--- src/rtl/load_store_unit.sv ---
// -----------------------------------------------------------------------------
// load_store_unit
//
// Data-side load/store unit sitting between execute and load extension.
// Takes one memory operation at a time, checks its alignment, runs a single
// request/acknowledge transfer on a word-addressed byte-enabled bus and
// reports the outcome with a one-cycle pulse. Load data is returned raw and
// right-justified (upper bits zero); extension happens downstream.
//
// Ports
//   clk, rst                      clock, synchronous active-high reset
//   exValid / exReady             operation handshake from execute
//   isStore, funct3, addr,        operation descriptor (funct3 selects size:
//   storeData                     000/100 byte, 001/101 half, else word)
//   busReq, busWe, busAddr,       bus request side, held stable until busAck
//   busWdata, busBe
//   busAck, busRdata              bus completion and read word
//   loadValid, loadData           load result pulse and held data
//   storeDone                     store completion pulse
//   misaligned                    aborted-for-alignment pulse (no bus traffic)
//   busTimeout                    request abandoned after TIMEOUT_CYCLES
//   stall                         execute must hold its operation
//
// Parameter
//   TIMEOUT_CYCLES                max REQ cycles without ack; 0 = never abort
// -----------------------------------------------------------------------------
module load_store_unit #(
    parameter int TIMEOUT_CYCLES = 255
) (
    input  logic        clk,
    input  logic        rst,
    input  logic        exValid,
    output logic        exReady,
    input  logic        isStore,
    input  logic [2:0]  funct3,
    input  logic [31:0] addr,
    input  logic [31:0] storeData,
    output logic        busReq,
    output logic        busWe,
    output logic [31:0] busAddr,
    output logic [31:0] busWdata,
    output logic [3:0]  busBe,
    input  logic        busAck,
    input  logic [31:0] busRdata,
    output logic        loadValid,
    output logic [31:0] loadData,
    output logic        storeDone,
    output logic        misaligned,
    output logic        busTimeout,
    output logic        stall
);
    typedef enum logic [1:0] {
        IDLE = 2'd0,
        REQ  = 2'd1,
        RESP = 2'd2
    } state_t;

    localparam int CW = (TIMEOUT_CYCLES > 0) ? $clog2(TIMEOUT_CYCLES + 1) : 1;
    localparam logic [CW-1:0] TIMEOUT_LIM = CW'(TIMEOUT_CYCLES);

    state_t        state_q, state_d;
    logic [CW-1:0] wait_cnt_q, wait_cnt_d, wait_cnt_inc;
    logic          is_store_q, is_store_d;
    logic          size_byte_q, size_byte_d;
    logic          size_half_q, size_half_d;
    logic [1:0]    addr_lo_q, addr_lo_d;

    logic          ex_ready_q, ex_ready_d;
    logic          bus_req_q, bus_req_d;
    logic          bus_we_q, bus_we_d;
    logic [31:0]   bus_addr_q, bus_addr_d;
    logic [31:0]   bus_wdata_q, bus_wdata_d;
    logic [3:0]    bus_be_q, bus_be_d;
    logic          load_valid_q, load_valid_d;
    logic [31:0]   load_data_q, load_data_d;
    logic          store_done_q, store_done_d;
    logic          misaligned_q, misaligned_d;
    logic          bus_timeout_q, bus_timeout_d;

    // Decode of the operation currently presented by execute.
    logic          in_byte, in_half, in_aligned;
    logic [3:0]    in_be;
    logic [31:0]   in_wdata;

    always_comb begin
        in_byte = (funct3 == 3'b000) || (funct3 == 3'b100);
        in_half = (funct3 == 3'b001) || (funct3 == 3'b101);
        if (in_byte) begin
            in_aligned = 1'b1;
            in_be      = 4'b0001 << addr[1:0];
            in_wdata   = {4{storeData[7:0]}};
        end else if (in_half) begin
            in_aligned = ~addr[0];
            in_be      = 4'b0011 << {addr[1], 1'b0};
            in_wdata   = {2{storeData[15:0]}};
        end else begin
            in_aligned = (addr[1:0] == 2'b00);
            in_be      = 4'b1111;
            in_wdata   = storeData;
        end
    end

    // Right-justify the acked word using the latched byte offset.
    logic [31:0] rdata_shifted, load_fmt;

    always_comb begin
        rdata_shifted = busRdata >> {addr_lo_q, 3'b000};
        if (size_byte_q) begin
            load_fmt = {24'd0, rdata_shifted[7:0]};
        end else if (size_half_q) begin
            load_fmt = {16'd0, rdata_shifted[15:0]};
        end else begin
            load_fmt = rdata_shifted;
        end
    end

    assign wait_cnt_inc = wait_cnt_q + 1'b1;

    // Next-state logic. All outputs are registered: the *_d values describe
    // what the outputs should show in the state being entered.
    always_comb begin
        state_d       = state_q;
        wait_cnt_d    = wait_cnt_q;
        is_store_d    = is_store_q;
        size_byte_d   = size_byte_q;
        size_half_d   = size_half_q;
        addr_lo_d     = addr_lo_q;
        bus_addr_d    = bus_addr_q;
        bus_wdata_d   = bus_wdata_q;
        bus_be_d      = bus_be_q;
        load_data_d   = load_data_q;
        load_valid_d  = 1'b0;
        store_done_d  = 1'b0;
        misaligned_d  = 1'b0;
        bus_timeout_d = 1'b0;

        case (state_q)
            IDLE: begin
                // ex_ready_q is low for the first cycle after reset, so
                // nothing is accepted until exReady has actually been shown.
                if (exValid && ex_ready_q) begin
                    is_store_d  = isStore;
                    size_byte_d = in_byte;
                    size_half_d = in_half;
                    addr_lo_d   = addr[1:0];
                    bus_addr_d  = {addr[31:2], 2'b00};
                    bus_wdata_d = in_wdata;
                    bus_be_d    = in_be;
                    wait_cnt_d  = '0;
                    if (in_aligned) begin
                        state_d = REQ;
                    end else begin
                        state_d      = RESP;
                        misaligned_d = 1'b1;
                        if (!isStore) begin
                            load_data_d = 32'd0;
                        end
                    end
                end
            end
            REQ: begin
                // An ack in the cycle the counter would expire takes priority.
                if (busAck) begin
                    state_d = RESP;
                    if (is_store_q) begin
                        store_done_d = 1'b1;
                    end else begin
                        load_valid_d = 1'b1;
                        load_data_d  = load_fmt;
                    end
                end else if ((TIMEOUT_CYCLES != 0) && (wait_cnt_inc == TIMEOUT_LIM)) begin
                    state_d       = RESP;
                    bus_timeout_d = 1'b1;
                    load_data_d   = 32'd0;
                end else begin
                    wait_cnt_d = wait_cnt_inc;
                end
            end
            RESP: begin
                state_d = IDLE;
            end
            default: begin
                state_d = IDLE;
            end
        endcase

        ex_ready_d = (state_d == IDLE);
        bus_req_d  = (state_d == REQ);
        bus_we_d   = (state_d == REQ) && is_store_d;
    end

    always_ff @(posedge clk) begin
        if (rst) begin
            state_q       <= IDLE;
            wait_cnt_q    <= '0;
            is_store_q    <= 1'b0;
            size_byte_q   <= 1'b0;
            size_half_q   <= 1'b0;
            addr_lo_q     <= 2'b00;
            ex_ready_q    <= 1'b0;
            bus_req_q     <= 1'b0;
            bus_we_q      <= 1'b0;
            bus_addr_q    <= 32'd0;
            bus_wdata_q   <= 32'd0;
            bus_be_q      <= 4'd0;
            load_valid_q  <= 1'b0;
            load_data_q   <= 32'd0;
            store_done_q  <= 1'b0;
            misaligned_q  <= 1'b0;
            bus_timeout_q <= 1'b0;
        end else begin
            state_q       <= state_d;
            wait_cnt_q    <= wait_cnt_d;
            is_store_q    <= is_store_d;
            size_byte_q   <= size_byte_d;
            size_half_q   <= size_half_d;
            addr_lo_q     <= addr_lo_d;
            ex_ready_q    <= ex_ready_d;
            bus_req_q     <= bus_req_d;
            bus_we_q      <= bus_we_d;
            bus_addr_q    <= bus_addr_d;
            bus_wdata_q   <= bus_wdata_d;
            bus_be_q      <= bus_be_d;
            load_valid_q  <= load_valid_d;
            load_data_q   <= load_data_d;
            store_done_q  <= store_done_d;
            misaligned_q  <= misaligned_d;
            bus_timeout_q <= bus_timeout_d;
        end
    end

    assign exReady    = ex_ready_q;
    assign busReq     = bus_req_q;
    assign busWe      = bus_we_q;
    assign busAddr    = bus_addr_q;
    assign busWdata   = bus_wdata_q;
    assign busBe      = bus_be_q;
    assign loadValid  = load_valid_q;
    assign loadData   = load_data_q;
    assign storeDone  = store_done_q;
    assign misaligned = misaligned_q;
    assign busTimeout = bus_timeout_q;
    assign stall      = (state_q != IDLE) | (exValid & ~ex_ready_q);

endmodule

--- config.mk ---
export PLATFORM = sky130hd
export DESIGN_NAME = load_store_unit
export DESIGN_NICKNAME = d
export VERILOG_FILES = /design/src/rtl/load_store_unit.sv
export SDC_FILE = /design/constraint.sdc
export NUM_CORES = 1
export LEC_CHECK = 0
export BUFFER_PORTS_ARGS = -buffer_cell sky130_fd_sc_hd__clkbuf_2
export CAP_MARGIN = 0
export CELL_PAD_IN_SITES_DETAIL_PLACEMENT = 1
export CELL_PAD_IN_SITES_GLOBAL_PLACEMENT = 2
export CORE_ASPECT_RATIO = 1.2
export CORE_MARGIN = 2
export CORE_UTILIZATION = 29
export DETAILED_ROUTE_END_ITERATION = 16
export GPL_TIMING_DRIVEN = 0
export PLACE_DENSITY = 0.95
export SLEW_MARGIN = 10
export SYNTH_ARGS = -nofsm -noshare
export SYNTH_HDL_FRONTEND = slang
export SYNTH_SLANG_ARGS = --single-unit
--- constraint.sdc ---
create_clock -name clk -period 5.75 [get_ports clk]
set_input_delay 1.725 -clock clk [delete_from_list [all_inputs] [get_ports clk]]
set_output_delay 1.725 -clock clk [all_outputs]
set_load 0.02 [all_outputs]
Yosys cells after proc, flatten, opt, wreduce, memory -nomap -nowiden
Cells that the tools add are included.
W data, S select, Z words.
{"block": "totals", "in_bits": 104, "out_inout_bits": 108, "latchBits": 0, "mem_bits_rw": 0, "romBits": 0, "register_bits": 120, "n_memories": 0}
{"block": "classes", "n_eq_ne": 13, "n_mul": 0, "n_reduce_logical": 16, "div_mod_pow": 0, "muxes": 30, "n_addsub": 1, "n_lt_le_gt_ge": 0, "bitwise_logic": 8, "shifts": 3}
{"cell": "$mux W32", "count": 10}
{"cell": "$pmux W32 S2", "count": 1}
{"cell": "$shr A32 B5 Y32", "count": 1}
{"cell": "$mux W8", "count": 3}
{"cell": "$pmux W8 S2", "count": 1}
{"cell": "$ne A2 B2 Y1 const B", "count": 5}
{"cell": "$reduce_or A3 Y1", "count": 3}
{"cell": "$add A8 B1 Y8 const B", "count": 1}
{"cell": "$eq A8 B8 Y1 const B", "count": 1}
{"cell": "$mux W1", "count": 8}
{"cell": "$mux W2", "count": 4}
{"cell": "$mux W4", "count": 2}
{"cell": "$eq A3 B3 Y1 const B", "count": 2}
{"cell": "$logic_not A2 Y1", "count": 3}
{"cell": "$ne A3 B3 Y1 const B", "count": 2}
{"cell": "$not A1 Y1", "count": 6}
{"cell": "$reduce_and A6 Y1", "count": 1}
{"cell": "$eq A2 B1 Y1 const B", "count": 2}
{"cell": "$pmux W2 S2", "count": 1}
{"cell": "$reduce_and A4 Y1", "count": 1}
{"cell": "$reduce_bool A2 Y1", "count": 2}
{"cell": "$shl A1 B2 Y4 const A", "count": 1}
{"cell": "$shl A2 B2 Y4 const A", "count": 1}
{"cell": "$eq A3 B1 Y1 const B", "count": 1}
{"cell": "6 further kinds", "count": 8}

Longest topological paths before layout
{"block": "logic_depth", "word_depth": 9, "depth_mapped": 8, "depth_no_buf": 7}

Least setup slack after synthesis
Ideal clock, no wire load.
{"block": "synth_path", "path_kind": "input port to output port", "startpoint": "input exValid", "endpoint": "output stall", "arrival_time_ps": 2232, "t_required_ps": 4025, "setup_slack_ps": 1793, "path_stages": 2, "cell_sequence": "inv_1 -> o21ai_0"}
{"block": "synth_between", "elab_chain_cells": 2}
{"element": "start, declared", "line_no": "32", "source": "input logic exValid,"}
{"element": "$and A1 B1 Y1", "line_no": "243", "source": "assign stall = (state_q != IDLE) | (exValid & ~ex_ready_q);"}
{"element": "$or A1 B1 Y1", "line_no": "243"}
{"element": "end, declared", "line_no": "50", "source": "output logic stall"}
No other way between the ends.

Worst setup path in the final report
Ends and elaborated chain as after synthesis.

==> reports/metrics.yaml <==
status: "finished clean"
drt_iter0_drc: 244
final_cell_mix: "clkbuf_2 (208), nand2_1 (138), dfxtp_1 (120)"
clkTransAtPathRegs_ns: 0.06
drv_slew: 0
vias: 5476
grt_pass1_wl_um: 30900
cts_tree: "done"
p_leak_uw: 0.00300
worst_skew_pair.late_latency_ns: 0.42
hold_viol: 0
gp_congestion: 0.839
worst_pin_slew_ns: 0.821
layout_commonest_cell: "clkbuf_2"
wl_per_cell_um: 17.5
slew_headroom: 0.448
netlist_area_mm2: 0.00533
multi_input_comb_area_mm2: 0.00264
ctsHoldBuffers: 0
io_buffer_count: 208
initial_utilization: 0.294
async_flop_share: 0
avgViaCountPerCell: 4.94
power.density_mw_per_mm2: 313
post-place-ws_ns: 1.75
fin_crit_sh: 0.697
drc_errors: 0
postCtsResizedCells: 0
yosysWarnings: 0
die_h_um: 153
rsz0062_at_grt: "no"
holdWs_ns: 0.454
first_global_vias: 5790
cp-start-kind: "input pin"
arrival_ns: 2.28
grt_max_degree: 17
fp.dieArea_mm2: 0.0195
setup_viol: 0
dpl_cell_area_mm2: 0.00666
final_layout_size_suffix_gt1_frac: 0.296
cts_root_buffer: "clkbuf_16"
drv_cap: 0
routed_wl_um: 19400
cts_buffers: 17
track_usage: 0.202
skew_ns: 0.00968
synth_cell_types: 48
worst-setup-path-type: "in2out"
netlist_instances: 643
avgSynthCellArea_um2: 8.29
timing.final.ws_setup_ns: 1.74
antenna_left: 0
diodes: 0
finalNetCount: 977
cts_setup_buffers: 0
dr.pass1.iters: 4
core-area_mm2: 0.0181
io_pins: 212
htreeDepth: 4
synth.yosys.seq_area_share: 0.451
rows: 54
clock_path_buffers: 2
ys.flop_type: "dfxtp_1"
tns_ns: 0
cp-end-kind: "output port"
hp-class: "reg2reg"
die_w_um: 128
synth_seq_cells: 120
min_period_ns: 4.01
clkSinkCount: 120
peakVddDrop_mv: 0.223
hpwl_um: 14900
synth_edf_count: 0
crit_fanout: 3
regArea_mm2: 0.00240
grt_overflow: 0
max_freq_mhz: 250
antenna_found_initial: 0
final_area_mm2: 0.00724
area_growth_syn_to_layout_pct: 35.9
fill_cells: 2267
worstPathRequired_ns: 4.03
## through the flow
| stage | utilization | power (uW) | instances |
|---|---|---|---|
| 3_3_place_gp | 0.368 | 1200 | 1076 |
| 2_1_floorplan | - | 1070 | 644 |
| 3_5_place_dp | 0.368 | 1210 | 1076 |
| 5_1_grt | 0.400 | 2370 | 1108 |
| 6_report | 0.400 | 2270 | 1108 |
| 4_1_cts | 0.400 | 2290 | 1108 |
## path summary, 6_finish.rpt
kind	startpoint	endpoint	slack, ns	cells past startpoint
max reg2reg	wait_cnt_q[1]	loadData[6]	3.19	7
max	exValid	stall	1.74	4
min reg2reg	busAddr[26]	busAddr[26]	0.45	2
min	busAddr[26]	busAddr[26]	0.45	2
## area by class of cell
type,count,area share
repair buffers,208,0.144
well taps,224,0.0387
inverters,21,0.0109
clock buffers,19,0.0598
plain buffers,52,0.0302
clock inverters,13,0.0214
multi-input cells,451,0.364
flip-flops and latches,120,0.332
## logic make-up after synthesis
group | count (synthesis) | synth area share
and+or+nand+nor | 241 | 0.204
muxes | 59 | 0.113
buffers and inverters | 73 | 0.0559
adders and majority gates | 2 | 0.00469
other | 1 | 0.000703
DFF | 120 | 0.451
AOI/OAI and AO/OA | 147 | 0.171
## layer usage
layer  routed length (um)  vias up  track usage
met5                    0        -            0
met4                  354        0       0.0581
met3                 1820       25       0.0811
met2                 9360      208        0.351
met1                 7890     2580        0.228
li1                     -     2663            -
## synth_stat cells (3+ instances only)
cell,n,area (um2)
nand2b_1,18,113
a311oi_1,8,70.1
buf_1,4,15.0
and3_1,4,25.0
inv_1,21,78.8
o211ai_1,4,30.0
or2_2,3,18.8
clkbuf_1,43,161
o21ai_0,22,110
nor2_1,43,161
nor2b_1,5,31.3
o32ai_1,17,149
mux2i_1,48,480
a21oi_1,75,375
nand4_1,4,25.0
nand2_1,138,518
nand3_1,5,25.0
nor3_1,4,20.0
mux2_2,11,124
dfxtp_1,120,2400
a211oi_1,10,75.1
## worst max-delay path, cell delays in order
cell and delay, ns:
clkbuf_2 0.10, inv_1 0.04, o21ai_0 0.19, clkbuf_2 0.22
## state kept, by name, indices dropped and copies added (netlist names), 2 cells and up
name,cells
busAddr,30
busWdata,32
state_q,2
wait_cnt_q,8
addr_lo_q,2
busBe,4
loadData,32
## power breakdown
group | leakage (uW) | switching [uW] | internal, uW
clock | 0.000282 | 399 | 678
combinational | 0.00174 | 198 | 109
sequential | 0.000975 | 17.6 | 865
total | 0.00300 | 614 | 1650
No activity file was read; power rests on OpenSTA's default activity.
